[src/rtl/pixel_dispatcher.sv]
// Purpose: hands pixel coordinates to idle raymarcher cores and merges their results into one frame-buffer write stream.
// Latency: start_out is registered (1 cycle after the decision); done_in in cycle n gives we_out in cycle n+2 when uncontended.
// Backpressure: wr_ready_in low freezes the output register; full holds block re-dispatch of their core, and no result is dropped.
module pixel_dispatcher #(
    parameter int WIDTH     = 1280,
    parameter int HEIGHT    = 720,
    parameter int NUM_CORES = 4,
    parameter int COLOR_W   = 24,
    localparam int XW = $clog2(WIDTH),
    localparam int YW = $clog2(HEIGHT),
    localparam int AW = $clog2(WIDTH * HEIGHT)
) (
    input  logic                         clk_in,
    input  logic                         rst_in,
    input  logic                         enable_in,
    input  logic                         scan_mode_in,
    output logic [NUM_CORES-1:0]         start_out,
    output logic [XW-1:0]                x_out,
    output logic [YW-1:0]                y_out,
    output logic [31:0]                  timer_out,
    input  logic [NUM_CORES-1:0]         done_in,
    input  logic [NUM_CORES*XW-1:0]      core_x_in,
    input  logic [NUM_CORES*YW-1:0]      core_y_in,
    input  logic [NUM_CORES*COLOR_W-1:0] core_color_in,
    output logic                         we_out,
    output logic [AW-1:0]                waddr_out,
    output logic [COLOR_W-1:0]           wdata_out,
    input  logic                         wr_ready_in,
    output logic                         err_out
);

    // Pointer width; a single-core build still needs a 1-bit pointer.
    localparam int PW = (NUM_CORES > 1) ? $clog2(NUM_CORES) : 1;

    // Round-robin pick: lowest requesting index at or above ptr, else lowest overall.
    function automatic logic [PW-1:0] f_rr_pick(input logic [NUM_CORES-1:0] req,
                                                input logic [PW-1:0]        ptr);
        logic [PW-1:0] sel;
        logic          found;
        sel   = '0;
        found = 1'b0;
        for (int i = 0; i < NUM_CORES; i++) begin
            if (!found && req[i] && (i >= int'(ptr))) begin
                sel   = PW'(i);
                found = 1'b1;
            end
        end
        for (int i = 0; i < NUM_CORES; i++) begin
            if (!found && req[i]) begin
                sel   = PW'(i);
                found = 1'b1;
            end
        end
        return sel;
    endfunction

    // Index following idx, wrapping at the last core.
    function automatic logic [PW-1:0] f_next(input logic [PW-1:0] idx);
        if (idx == PW'(NUM_CORES - 1)) begin
            return '0;
        end
        return idx + PW'(1);
    endfunction

    // Per-core tracking and result holding registers.
    logic [NUM_CORES-1:0] r_busy;
    logic [NUM_CORES-1:0] r_hold_v;
    logic [XW-1:0]        r_hold_x     [NUM_CORES];
    logic [YW-1:0]        r_hold_y     [NUM_CORES];
    logic [COLOR_W-1:0]   r_hold_color [NUM_CORES];

    // Dispatch side state.
    logic [NUM_CORES-1:0] r_start;
    logic [XW-1:0]        r_x;
    logic [YW-1:0]        r_y;
    logic [XW-1:0]        r_cur_x;
    logic [YW-1:0]        r_cur_y;
    logic                 r_mode;
    logic                 r_first;
    logic [31:0]          r_timer;
    logic [PW-1:0]        r_disp_ptr;

    // Write side state.
    logic                 r_we;
    logic [AW-1:0]        r_waddr;
    logic [COLOR_W-1:0]   r_wdata;
    logic [PW-1:0]        r_wr_ptr;
    logic                 r_err;

    // Dispatch decision. A core whose start pulse is on the wire this cycle is
    // not yet busy, so it is excluded explicitly to avoid a double hand-out.
    logic [NUM_CORES-1:0] w_elig;
    logic                 w_disp;
    logic [PW-1:0]        w_disp_sel;
    logic [NUM_CORES-1:0] w_start_mask;

    assign w_elig       = ~r_busy & ~r_hold_v & ~r_start;
    assign w_disp       = enable_in && (|w_elig);
    assign w_disp_sel   = f_rr_pick(w_elig, r_disp_ptr);
    assign w_start_mask = NUM_CORES'(1) << w_disp_sel;

    // Scan mode is latched on the first dispatch of every frame; until then the
    // live input steers the step away from (0,0).
    logic            w_mode;
    logic            w_x_last;
    logic [YW:0]     w_y_plus2;
    logic [XW-1:0]   w_nx;
    logic [YW-1:0]   w_ny;
    logic            w_frame_end;

    assign w_mode    = r_first ? scan_mode_in : r_mode;
    assign w_x_last  = (r_cur_x == XW'(WIDTH - 1));
    assign w_y_plus2 = {1'b0, r_cur_y} + (YW+1)'(2);

    // Next cursor position in raster or interlaced (evens then odds) order.
    always_comb begin
        w_nx        = r_cur_x + XW'(1);
        w_ny        = r_cur_y;
        w_frame_end = 1'b0;
        if (w_x_last) begin
            w_nx = '0;
            if (!w_mode) begin
                if (r_cur_y == YW'(HEIGHT - 1)) begin
                    w_frame_end = 1'b1;
                end else begin
                    w_ny = r_cur_y + YW'(1);
                end
            end else begin
                if (w_y_plus2 < (YW+1)'(HEIGHT)) begin
                    w_ny = w_y_plus2[YW-1:0];
                end else if (!r_cur_y[0] && (HEIGHT > 1)) begin
                    w_ny = YW'(1);
                end else begin
                    w_frame_end = 1'b1;
                end
            end
        end
        if (w_frame_end) begin
            w_nx = '0;
            w_ny = '0;
        end
    end

    // Issue start pulses, advance the cursor and count finished frames.
    always_ff @(posedge clk_in or negedge rst_in) begin
        if (!rst_in) begin
            r_start    <= '0;
            r_x        <= '0;
            r_y        <= '0;
            r_cur_x    <= '0;
            r_cur_y    <= '0;
            r_mode     <= 1'b0;
            r_first    <= 1'b1;
            r_timer    <= '0;
            r_disp_ptr <= '0;
        end else begin
            r_start <= '0;
            if (w_disp) begin
                r_start    <= w_start_mask;
                r_x        <= r_cur_x;
                r_y        <= r_cur_y;
                r_cur_x    <= w_nx;
                r_cur_y    <= w_ny;
                r_disp_ptr <= f_next(w_disp_sel);
                r_first    <= w_frame_end;
                if (r_first) begin
                    r_mode <= scan_mode_in;
                end
                if (w_frame_end) begin
                    r_timer <= r_timer + 32'd1;
                end
            end
        end
    end

    // Write merge: the output register reloads when empty or being accepted.
    logic                 w_load;
    logic                 w_wr_any;
    logic [PW-1:0]        w_wr_sel;
    logic [NUM_CORES-1:0] w_hold_clr;
    logic [AW-1:0]        w_waddr;
    logic [NUM_CORES-1:0] w_done_ok;
    logic [NUM_CORES-1:0] w_done_bad;

    assign w_load     = !r_we || wr_ready_in;
    assign w_wr_any   = |r_hold_v;
    assign w_wr_sel   = f_rr_pick(r_hold_v, r_wr_ptr);
    assign w_hold_clr = (w_load && w_wr_any) ? (NUM_CORES'(1) << w_wr_sel) : '0;
    assign w_waddr    = AW'(r_hold_x[w_wr_sel]) + AW'(AW'(WIDTH) * AW'(r_hold_y[w_wr_sel]));
    assign w_done_ok  = done_in & r_busy;
    assign w_done_bad = done_in & ~r_busy;

    // Busy/hold bookkeeping; a done from an idle core is flagged and dropped.
    always_ff @(posedge clk_in or negedge rst_in) begin
        if (!rst_in) begin
            r_busy   <= '0;
            r_hold_v <= '0;
            r_err    <= 1'b0;
            for (int i = 0; i < NUM_CORES; i++) begin
                r_hold_x[i]     <= '0;
                r_hold_y[i]     <= '0;
                r_hold_color[i] <= '0;
            end
        end else begin
            r_busy   <= (r_busy & ~done_in) | r_start;
            r_hold_v <= (r_hold_v & ~w_hold_clr) | w_done_ok;
            r_err    <= r_err | (|w_done_bad);
            for (int i = 0; i < NUM_CORES; i++) begin
                if (w_done_ok[i]) begin
                    r_hold_x[i]     <= core_x_in[i*XW +: XW];
                    r_hold_y[i]     <= core_y_in[i*YW +: YW];
                    r_hold_color[i] <= core_color_in[i*COLOR_W +: COLOR_W];
                end
            end
        end
    end

    // Output write register; fields only change on a load, so a stall holds them.
    always_ff @(posedge clk_in or negedge rst_in) begin
        if (!rst_in) begin
            r_we     <= 1'b0;
            r_waddr  <= '0;
            r_wdata  <= '0;
            r_wr_ptr <= '0;
        end else if (w_load) begin
            r_we <= w_wr_any;
            if (w_wr_any) begin
                r_waddr  <= w_waddr;
                r_wdata  <= r_hold_color[w_wr_sel];
                r_wr_ptr <= f_next(w_wr_sel);
            end
        end
    end

    assign start_out = r_start;
    assign x_out     = r_x;
    assign y_out     = r_y;
    assign timer_out = r_timer;
    assign we_out    = r_we;
    assign waddr_out = r_waddr;
    assign wdata_out = r_wdata;
    assign err_out   = r_err;

endmodule
[config.mk]
export PLATFORM = sky130hd
export DESIGN_NAME = pixel_dispatcher
export DESIGN_NICKNAME = d
export VERILOG_FILES = /design/src/rtl/pixel_dispatcher.sv
export SDC_FILE = /design/constraint.sdc
export NUM_CORES = 1
export LEC_CHECK = 0
export ABC_AREA = 1
export ABC_CLOCK_PERIOD_IN_PS = 3400
export CORE_ASPECT_RATIO = 0.7
export CORE_MARGIN = 3
export CORE_UTILIZATION = 28
export DETAILED_ROUTE_END_ITERATION = 10
export GPL_TIMING_DRIVEN = 0
export PLACE_DENSITY = 0.55
export SYNTH_ARGS = -nofsm -noshare
export SYNTH_HDL_FRONTEND = slang
export SYNTH_SLANG_ARGS = --single-unit
[constraint.sdc]
create_clock -name clk_in -period 3.4 [get_ports clk_in]
set_input_delay 0.34 -clock clk_in [delete_from_list [all_inputs] [get_ports clk_in]]
set_output_delay 0.34 -clock clk_in [all_outputs]
set_load 0.02 [all_outputs]
==> results of run 1 <==
synth_stat cells, types with 28 or more instances:
cell / n / share of area [%]
a31oi_1: 35 / 1.4
clkbuf_1: 54 / 1.3
dfrtp_1: 317 / 51
ha_1: 31 / 2.5
inv_1: 95 / 2.3
mux2_2: 175 / 13
nand2_1: 297 / 7.1
nand3_1: 65 / 2.1
nand4_1: 49 / 2.0
nor2_1: 184 / 4.4
o211ai_1: 33 / 1.6
o21ai_0: 108 / 3.5
xor2_1: 28 / 1.6
worst paths after layout:
check,start,endpoint,cells after the start
max in group asynchronous,rst_in,timer_out[24]$_DFFE_PN0P_,4
max reg2reg,r_hold_v[1]$_DFF_PN0_,waddr_out[19]$_DFFE_PN0P_,24
min in group clk_in,core_color_in[95],r_hold_color[23]$_DFFE_PN0P_,3
min,rst_in,r_hold_y[13]$_DFFE_PN0P_,2
max,r_hold_v[1]$_DFF_PN0_,waddr_out[19]$_DFFE_PN0P_,24
min reg2reg,waddr_out[14]$_DFFE_PN0P_,waddr_out[14]$_DFFE_PN0P_,2
metrics by stage:
step / hold WS (ps) / instances
6_report: 226 / 2775
5_1_grt: 229 / 2772
4_1_cts: 206 / 2762
3_5_place_dp: 206 / 2666
3_3_place_gp: 464 / 2663
2_1_floorplan: 44.4 / 1642
routing by layer:
layer | track usage, % | vias to the layer above
met2 | 28.7 | 392
met1 | 26.2 | 6618
met3 | 4.31 | 89
li1 | - | 6324
met5 | 0 | -
met4 | 4.78 | 14
cell type report:
| cell class | instances | area, µm² |
|---|---|---|
| Antenna cell | 4 | 10.0 |
| Clock buffer | 50 | 1030 |
| Clock inverter | 16 | 272 |
| Sequential cell | 318 | 7960 |
| Inverter | 101 | 392 |
| Timing Repair Buffer | 334 | 3320 |
| Tap cell | 730 | 913 |
| Buffer | 77 | 465 |
| Multi-Input combinational cell | 1145 | 7270 |
| Fill cell | 5386 | 32900 |
layout by cell type (no fill, tap or decap), types with 5 or more instances in the layout:
master and instances:
o21ai_0 99, o21ai_1 9, nand2_2 8, or2_0 14, nor2_1 175, inv_6 5, clkbuf_1 53, nand4_1 49
buf_1 5, bufinv_16 6, xor2_1 28, clkbuf_16 38, dfrtp_1 314, clkdlybuf4s50_1 290, nand2_4 5, mux2_2 175
nor4_1 6, ha_1 26, o22ai_1 5, nand3_1 58, inv_1 90, inv_2 5, or2_2 19, nor3_1 20
nand2_1 288, buf_2 7, o211ai_1 33, xnor2_1 14, a21oi_1 19, a31oi_1 34, buf_4 40, nand3_2 8
nor2_2 5, o22ai_2 6, nor2_4 7, clkbuf_8 8
critical path, cell delays in order (launching register included):
cell	delay, ps
dfrtp_2	440
buf_4	150
nor2_2	100
nand2_1	80
nand3_2	100
nand2_4	80
inv_6	90
buf_12	140
clkbuf_16	160
o21ai_0	100
o22ai_2	300
ha_4	260
ha_4	160
fa_2	560
nand2_2	60
nor2_1	90
nand2_1	80
a21oi_2	180
nand3_2	120
nor2_4	140
nand3_2	100
inv_1	70
nand2_1	50
nand3_2	70
nand2_1	60
flip-flops by register name, summed over array words and instances (netlist names), 10 cells and up:
register,count
r_hold_y,40
r_hold_x,44
r_hold_color,96
wdata_out,24
timer_out,32
waddr_out,20
y_out,10
r_cur_x,11
x_out,11
r_cur_y,10
logic make-up (layout without fill, tap and decap cells):
group	after synthesis	after routing	share of synthesized area, %
buffers and inverters	179	578	4.58
xor gates and xnor gates	43	43	2.40
adders and majority gates	33	33	2.73
AOI/OAI and AO/OA	223	223	8.28
and+or+nand+nor	671	671	18.6
other	0	4	0
DFF	318	318	50.8
muxes	175	175	12.6
power groups by stage:
stage                     Combinational (mW)  Sequential [mW]  Clock, mW
after floorplan                         8.64             6.49          0
after global placement                  13.1             6.29          0
after detailed placement                13.3             6.32          0
after CTS                               14.8             6.28       4.47
after global routing                    17.4             6.47       4.61
final                                   15.6             6.29       4.35
timing repair:
item | 4_1_cts | 5_1_grt
cloned | 0 | 0
gates resized for setup | 68 | 37
pin swaps | 22 | 24
hold buffers | 1 | 0
hold endpoints to repair | 25 | 0
buffers inserted | 30 | 15
endpoints found under the setup margin | 11 | 7
==> flow_summary.json, run 1 <==
{
  "fin_ws_ps": -485,
  "gp_congestion": 0.875,
  "wire_per_inst_um": 19.9,
  "cts_tree": "done",
  "place_area_um2": 19600,
  "yosysUniqueCellTypes": 45,
  "core_area_um2": 54500,
  "peakVddDrop_uv": 958,
  "io-pin-count": 292,
  "synthFlopType": "dfrtp_1",
  "cap_violations": 0,
  "cp_max_fo": 11,
  "p_seq_share_pct": 24.0,
  "antenna_left": 0,
  "clkLatencyLatePin_ps": 560,
  "portBuffers": 291,
  "dieArea_um2": 58800,
  "worst-setup-path-type": "register to register",
  "highest-signal-layer": "met5",
  "stdcell_area_um2": 21600,
  "ys.warnings.count": 0,
  "hold_path.class": "input port to asynchronous set/reset pin",
  "synth.avg_cell_area_um2": 9.54,
  "drive_above_1_share_pct": 19.2,
  "comb_power_share_pct": 59.4,
  "maxSlewViolCount": 0,
  "clock.fmax_mhz": 257,
  "viasPerCell": 4.84,
  "violations": "setup timing",
  "powerDensity_nw_per_um2": 1210,
  "met1_length_um": 25700,
  "grt_first_pass_wirelength_um": 83600,
  "dr.pass1.iters": 8,
  "clock-sinks": 318,
  "num_vias": 13400,
  "numCtsBuffers": 36,
  "fin_total_pwr_mw": 26.3,
  "setup_violations": 7,
  "rsz0062_at_grt": "true",
  "sw_frac_of_total_pct": 43.7,
  "dp_slack_ps": -1450,
  "clock_path_buffers": 3,
  "grt_pass1_vias": 13600,
  "status": "finished with violations",
  "dp_hpwl_um": 41100,
  "fin_util_pct": 39.7,
  "die_h_um": 204,
  "synth_edf_count": 0,
  "area.growth.synth_to_final_pct": 38.2,
  "met3WireLength_um": 3750,
  "nets": 2235,
  "tightest_slew_ps": 1000,
  "met2_length_um": 24500,
  "ctsHtreeMaxLevel": 2,
  "drt_iter0_drc": 759,
  "async_flop_share_pct": 100,
  "intPower_mw": 14.8,
  "cp.required_ps": 3850,
  "synth_cells": 1642,
  "antenna_found_initial": 10,
  "cts.clk_slew.worst_paths_ps": 60,
  "finClkSkew_ps": 21.5,
  "grt_overflow": 0,
  "synth_seq_cells": 318,
  "grt_usage_pct": 18.6,
  "synth-seq-area-share_pct": 50.8,
  "grt_max_degree": 119,
  "num_rows": 71,
  "drt_wl_total_um": 55200,
  "reg2reg_slack_ps": -490,
  "p_leak_nw": 9.39,
  "fin_crit_sh_pct": 114,
  "start_util_pct": 28.7,
  "syn_area_um2": 15700,
  "drcViolationCount": 0,
  "cts-root-buf": "clkbuf_16",
  "synth_fp_nets": 1864,
  "slew-limit-headroom_pct": 32.9,
  "hold_viol": 0,
  "endpoint_kind": "register",
  "critPathArrivalTime_ps": 4330,
  "finalSetupTns_ps": -1860,
  "die_w_um": 289,
  "power.switching_mw": 11.5,
  "start_kind": "register",
  "period_needed_ps": 3890,
  "power_frac_clock_pct": 16.6
}
Note: power is estimated with default switching activity, not from simulation.
==> run 2: changes to the inputs <==
--- a/config.mk
+++ b/config.mk
@@ -13,6 +13,7 @@
 export DETAILED_ROUTE_END_ITERATION = 10
 export GPL_TIMING_DRIVEN = 0
 export PLACE_DENSITY = 0.55
+export SLEW_MARGIN = 10
 export SYNTH_ARGS = -nofsm -noshare
 export SYNTH_HDL_FRONTEND = slang
 export SYNTH_SLANG_ARGS = --single-unit
==> run 2 against run 1 <==
Against the previous run:
- the flow still finishes with violations (setup timing)
- hold slack better by 43 ps
- maximum frequency up 1.6%
- design area down 1.0%
- clock power down 12%
- die area unchanged
- wire length down 0.34%
- first-iteration DRC count down 2.9%
- critical path depth up 1
- core utilization down 0.40 points
- non-clock buffer count down 5
- flip-flop and latch count unchanged
- setup slack better by 60 ps
- critical path type unchanged
- largest power group unchanged
- highest routed layer unchanged
==> flow_summary.json, run 2 (synthesized netlist as in run 1, its figures left out) <==
{
  "status": "finished with violations",
  "violations": "setup timing",
  "area.growth.synth_to_final_pct": 36.8,
  "num_rows": 71,
  "powerDensity_nw_per_um2": 1200,
  "place_area_um2": 19600,
  "numCtsBuffers": 36,
  "period_needed_ps": 3830,
  "fin_total_pwr_mw": 25.7,
  "antenna_left": 0,
  "cpMostUsedCell": "nand2_1",
  "drt_iter0_drc": 737,
  "critPathArrivalTime_ps": 4250,
  "largestRegisters": "r_hold_color x96, r_hold_x x44, r_hold_y x40",
  "fillers": 5398,
  "io-pin-count": 292,
  "reg2reg_slack_ps": -430,
  "portBuffers": 291,
  "comb_power_share_pct": 60.7,
  "hold_viol": 0,
  "setup_violations": 6,
  "nets": 2230,
  "stdcell_area_um2": 21400,
  "largest_reg_flops": 96,
  "grt_max_degree": 106,
  "start_kind": "register",
  "intPower_mw": 14.3,
  "num_vias": 13400,
  "worst-setup-path-type": "register to register",
  "endpoint_kind": "register",
  "p_seq_share_pct": 24.5,
  "die_w_um": 289,
  "worstSetupStartpoint": "r_hold_v[1]$_DFF_PN0_",
  "ctsHtreeMaxLevel": 2,
  "tightest_slew_ps": 1020,
  "dp.cells": 2666,
  "clock.fmax_mhz": 261,
  "reg2reg_to": "waddr_out[19]$_DFFE_PN0P_",
  "critical_path.slowest_cell": "fa_1",
  "wire_per_inst_um": 19.9,
  "dieArea_um2": 58800,
  "slew-limit-headroom_pct": 31.8,
  "fin_util_pct": 39.3,
  "drive_above_1_share_pct": 19.0,
  "clkLatencyLatePin_ps": 550,
  "endpoint": "waddr_out[19]$_DFFE_PN0P_",
  "grt_usage_pct": 18.4,
  "r2r-start": "r_hold_v[1]$_DFF_PN0_",
  "fin_cells": 2767,
  "antenna_found_initial": 11,
  "dp_hpwl_um": 41100,
  "drcViolationCount": 0,
  "grt_first_pass_wirelength_um": 83000,
  "grt_overflow": 0,
  "power_frac_clock_pct": 14.9,
  "cp.required_ps": 3830,
  "start_util_pct": 28.7,
  "layout_common_cells": "dfrtp_1 (314), clkdlybuf4s50_1 (290), nand2_1 (287), nor2_1 (175), mux2_2 (175)",
  "gp_congestion": 0.875,
  "slowest_delay_ps": 520,
  "rsz0062_at_grt": "true",
  "cts-root-buf": "clkbuf_16",
  "core_area_um2": 54500,
  "clock-sinks": 318,
  "cp_max_fo": 5,
  "drt_wl_total_um": 55000,
  "fin_ws_ps": -425,
  "dr.pass1.iters": 5,
  "viasPerCell": 4.84,
  "power.switching_mw": 11.5,
  "clock_path_buffers": 3,
  "reg2regPathDepth": 25,
  "regMostFlops": "r_hold_color",
  "p_leak_nw": 9.27,
  "fin_crit_sh_pct": 113,
  "die_h_um": 204,
  "grt_pass1_vias": 13700,
  "cts_tree": "done",
  "hold_path.class": "input port to asynchronous set/reset pin",
  "finClkSkew_ps": 25.2,
  "maxSlewViolCount": 0,
  "peakVddDrop_uv": 1010,
  "sw_frac_of_total_pct": 44.5,
  "cap_violations": 0,
  "layout_commonest_cell": "dfrtp_1",
  "cts.clk_slew.worst_paths_ps": 70
}
-- run 2: cell types whose count changed in the layout (fill, tap and decap cells not counted), sizes merged --
| cell | before | now |
|---|---|---|
| clkinv | 7 | 14 |
| bufinv | 6 | 1 |
| buf | 66 | 62 |
| clkbuf | 104 | 100 |
| inv | 104 | 101 |
| clkinvlp | 0 | 1 |
-- run 2: what timing repair did --
| action | CTS | global route |
|---|---|---|
| gates resized for setup | 77 | 32 |
| pin swaps | 25 | 5 |
| hold endpoints to repair | 38 | 0 |
| cloned | 0 | 0 |
| hold buffers | 1 | 0 |
| setup buffers | 30 | 7 |
| endpoints found under the setup margin | 11 | 7 |
-- run 2: cell type report --
cell class                 instances  area [µm²]  share of cell area (%)
multi-input combinational       1145        7280                    34.0
timing repair buffer             328        3270                    15.3
buffer                            78         472                    2.20
tap                              730         913                    4.27
inverter                         101         392                    1.83
antenna                            4        10.0                  0.0467
clock buffer                      47         972                    4.54
sequential                       318        7960                    37.2
clock inverter                    16         145                   0.678
-- run 2: worst min-delay path by stage --
stage | start | end | cells past startpoint
after floorplan | rst_in | err_out$_DFF_PN0_ | 0
after detailed placement | rst_in | r_hold_y[14]$_DFFE_PN0P_ | 1
after CTS | rst_in | r_hold_color[93]$_DFFE_PN0P_ | 2
after global routing | rst_in | r_hold_color[93]$_DFFE_PN0P_ | 2
final | rst_in | r_hold_y[14]$_DFFE_PN0P_ | 2
after global placement | waddr_out[8]$_DFFE_PN0P_ | waddr_out[8]$_DFFE_PN0P_ | 2
-- run 2: power by group through the flow --
stage | logic (mW) | registers (mW) | clock network [mW]
floorplan | 8.64 | 6.49 | 0
global placement | 13.1 | 6.29 | 0
detailed placement | 13.2 | 6.32 | 0
CTS | 14.9 | 6.29 | 3.94
global route | 17.4 | 6.48 | 4.08
finish | 15.6 | 6.30 | 3.82
-- run 2: routing by layer --
metal / wire length (µm) / vias to the layer above / GRT usage (%)
met4: 1210 / 18 / 4.14
met2: 24200 / 414 / 28.6
met5: 114 / - / 0
met1: 25800 / 6569 / 26.3
li1: - / 6309 / -
met3: 3800 / 85 / 4.15
-- run 2: critical path, delay by kind of cell, from the launching register on --
family | cells | cell delay (ps)
and+or+nand+nor | 13 | 1260
adders and majority gates | 3 | 910
buffers and inverters | 6 | 630
AOI/OAI and AO/OA | 3 | 510
DFF | 1 | 410
-- run 2: metrics by stage --
stage / setup TNS, ps / setup WS, ps / hold WS [ps]
global route: -2870 / -622 / 279
CTS: -1690 / -384 / 264
finish: -1610 / -425 / 269
global placement: -3936000 / -12420 / 464
floorplan: -258 / -162 / 44.4
detailed placement: -8560 / -1450 / 255
==> run 3: changes to the inputs <==
--- a/config.mk
+++ b/config.mk
@@ -9,10 +9,10 @@
 export ABC_CLOCK_PERIOD_IN_PS = 3400
 export CORE_ASPECT_RATIO = 0.7
 export CORE_MARGIN = 3
-export CORE_UTILIZATION = 28
+export CORE_UTILIZATION = 30
 export DETAILED_ROUTE_END_ITERATION = 10
 export GPL_TIMING_DRIVEN = 0
-export PLACE_DENSITY = 0.55
+export PLACE_DENSITY = 0.58
 export SLEW_MARGIN = 10
 export SYNTH_ARGS = -nofsm -noshare
 export SYNTH_HDL_FRONTEND = slang
==> run 3 against run 2 <==
Against the previous run:
- the flow still finishes with violations (setup timing)
- clock power grew 1%
- non-clock buffer count grew 11
- core utilization increased by 2.8 points
- maximum frequency is 0.80% lower
- clock skew about the same
- design area rose by 0.65%
- cell count is 1.7% lower
- wire length rose by 0.39%
- die area fell by 6.5%
- combinational power is 5% higher
- via count grew 0.42%
==> flow_summary.json, run 3 (synthesized netlist as in run 1, its figures left out) <==
{
  "status": "finished with violations",
  "violations": "setup timing",
  "wire_per_inst_um": 20.3,
  "numCtsBuffers": 36,
  "drive_above_1_share_pct": 20.0,
  "num_rows": 69,
  "hold_viol": 0,
  "maxSlewViolCount": 0,
  "setup_violations": 7,
  "clkLatencyLatePin_ps": 540,
  "grt_first_pass_wirelength_um": 83200,
  "gp_congestion": 0.904,
  "clock-sinks": 318,
  "dp_hpwl_um": 40700,
  "fin_util_pct": 42.1,
  "cp_max_fo": 6,
  "crit_buf_inv": 5,
  "r2r-start": "r_hold_v[1]$_DFF_PN0_",
  "path_cells": "inv_4, nand2_4, nand2_2, nand3_2, o21ai_4, inv_4, buf_12, nor2_4, nor2_2, a32oi_4, inv_2, ha_4, ha_4, fa_2, nand2_2, nor2_1, nand2_1, a21oi_2, nand3_2, nor2_4, buf_4, xor2_1, o21ai_1",
  "dieArea_um2": 55000,
  "reg2regPathDepth": 23,
  "die_w_um": 279,
  "multi_input_area_um2": 7330,
  "core_area_um2": 51200,
  "viasPerCell": 4.95,
  "antenna_left": 0,
  "start_kind": "register",
  "largest_reg_flops": 96,
  "dr.pass1.iters": 7,
  "grt_max_degree": 97,
  "num_vias": 13500,
  "fin_cells": 2720,
  "critical_path.slowest_cell": "fa_2",
  "fillers": 4944,
  "reg2reg_to": "waddr_out[17]$_DFFE_PN0P_",
  "die_h_um": 197,
  "cts-root-buf": "clkbuf_16",
  "slew-limit-headroom_pct": 31.5,
  "grt_usage_pct": 19.7,
  "hold_path.class": "input port to asynchronous set/reset pin",
  "antenna_found_initial": 4,
  "peakVddDrop_uv": 1200,
  "clock_path_buffers": 3,
  "crit_family": "adder cells",
  "drcViolationCount": 0,
  "layout_commonest_cell": "dfrtp_1",
  "largestRegisters": "r_hold_color x96, r_hold_x x44, r_hold_y x40",
  "layout_common_cells": "dfrtp_1 (315), clkdlybuf4s50_1 (290), nand2_1 (287), mux2_2 (175), nor2_1 (171)",
  "reg2reg_slack_ps": -460,
  "nets": 2241,
  "portBuffers": 291,
  "cts.clk_slew.worst_paths_ps": 60,
  "grt_overflow": 0,
  "cts_tree": "done",
  "fin_total_pwr_mw": 26.6,
  "rsz0062_at_grt": "true",
  "final-seq-area_um2": 7960,
  "start_util_pct": 30.6,
  "finClkSkew_ps": 25.4,
  "finalSetupTns_ps": -1570,
  "fin_ws_ps": -456,
  "grt_pass1_vias": 13700,
  "cap_violations": 0,
  "fin_crit_sh_pct": 113,
  "cp.required_ps": 3810,
  "p_leak_nw": 9.35,
  "worst-setup-path-type": "register to register",
  "critPathArrivalTime_ps": 4270,
  "regMostFlops": "r_hold_color",
  "area.growth.synth_to_final_pct": 37.6,
  "tightest_slew_ps": 1030,
  "clock.fmax_mhz": 259,
  "dp.cells": 2611,
  "powerDensity_nw_per_um2": 1230,
  "period_needed_ps": 3860,
  "drt_wl_total_um": 55300,
  "ctsHtreeMaxLevel": 2,
  "drt_iter0_drc": 908,
  "io-pin-count": 292,
  "slowest_delay_ps": 560,
  "endpoint_kind": "register"
}
run 3: cell count changes in the layout (fill, tap and decap cells not counted), sizes merged:
cell | previous run | this run
buf | 62 | 72
clkbuf | 100 | 105
diode | 4 | 1
inv | 101 | 99
clkinv | 14 | 13
run 3: worst reg2reg max path: stages, from the launching register on:
cell and delay [ps]:
dfrtp_1 430, inv_4 130, nand2_4 60, nand2_2 80
nand3_2 80, o21ai_4 240, inv_4 100, buf_12 150
nor2_4 80, nor2_2 50, a32oi_4 210, inv_2 90
ha_4 230, ha_4 160, fa_2 560, nand2_2 60
nor2_1 90, nand2_1 90, a21oi_2 210, nand3_2 130
nor2_4 160, buf_4 120, xor2_1 140, o21ai_1 70
run 3: layout make-up:
type                    count  area share (%)
clock buffers              51            4.87
clock inverters            13           0.482
plain buffers              77            2.19
diodes                      1          0.0116
multi-input cells        1145            34.0
flip-flops and latches    318            36.9
inverters                 101            1.81
well taps                 674            3.91
repair buffers            340            15.8
run 3: worst max path at each step:
| stage | from | to | slack [ps] | depth (start not counted) |
|---|---|---|---|---|
| 2_1_floorplan | r_hold_v[1]$_DFF_PN0_ | waddr_out[19]$_DFFE_PN0P_ | -160 | 25 |
| 3_5_place_dp | r_hold_v[1]$_DFF_PN0_ | waddr_out[19]$_DFFE_PN0P_ | -1330 | 23 |
| 5_1_grt | r_hold_v[1]$_DFF_PN0_ | waddr_out[19]$_DFFE_PN0P_ | -620 | 25 |
| 6_report | r_hold_v[1]$_DFF_PN0_ | waddr_out[17]$_DFFE_PN0P_ | -460 | 23 |
| 4_1_cts | r_hold_v[1]$_DFF_PN0_ | waddr_out[19]$_DFFE_PN0P_ | -340 | 23 |
| 3_3_place_gp | rst_in | r_hold_color[12]$_DFFE_PN0P_ | -12410 | 1 |
run 3: stage by stage:
| step | instance area, µm² | worst slack, ps | hold slack, ps |
|---|---|---|---|
| 6_report | 21600 | -456 | 232 |
| 5_1_grt | 21600 | -618 | 240 |
| 2_1_floorplan | 15700 | -162 | 44.4 |
| 4_1_cts | 21300 | -338 | 221 |
| 3_3_place_gp | 19500 | -12410 | 467 |
| 3_5_place_dp | 19600 | -1330 | 192 |
run 3: timing repair:
item / CTS / global route
hold buffers: 1 / 0
gates cloned: 0 / 1
endpoints found under the setup margin: 11 / 8
endpoints found under the hold margin: 23 / 0
buffers inserted: 33 / 15
gates resized for setup: 71 / 52
pin swaps: 28 / 32
run 3: report_power, final:
| part | internal [mW] | switching, mW | total, mW |
|---|---|---|---|
| clock network | 2.23 | 1.63 | 3.86 |
| logic | 7.30 | 9.12 | 16.4 |
| registers | 5.43 | 0.873 | 6.30 |
run 3: per-layer routing:
metal,wire [µm],part of all wire [%],GRT usage (%)
met4,951,1.7,3.83
met2,25200,46,31.6
met1,25800,47,27.8
met5,37,0.067,0
met3,3280,5.9,3.92
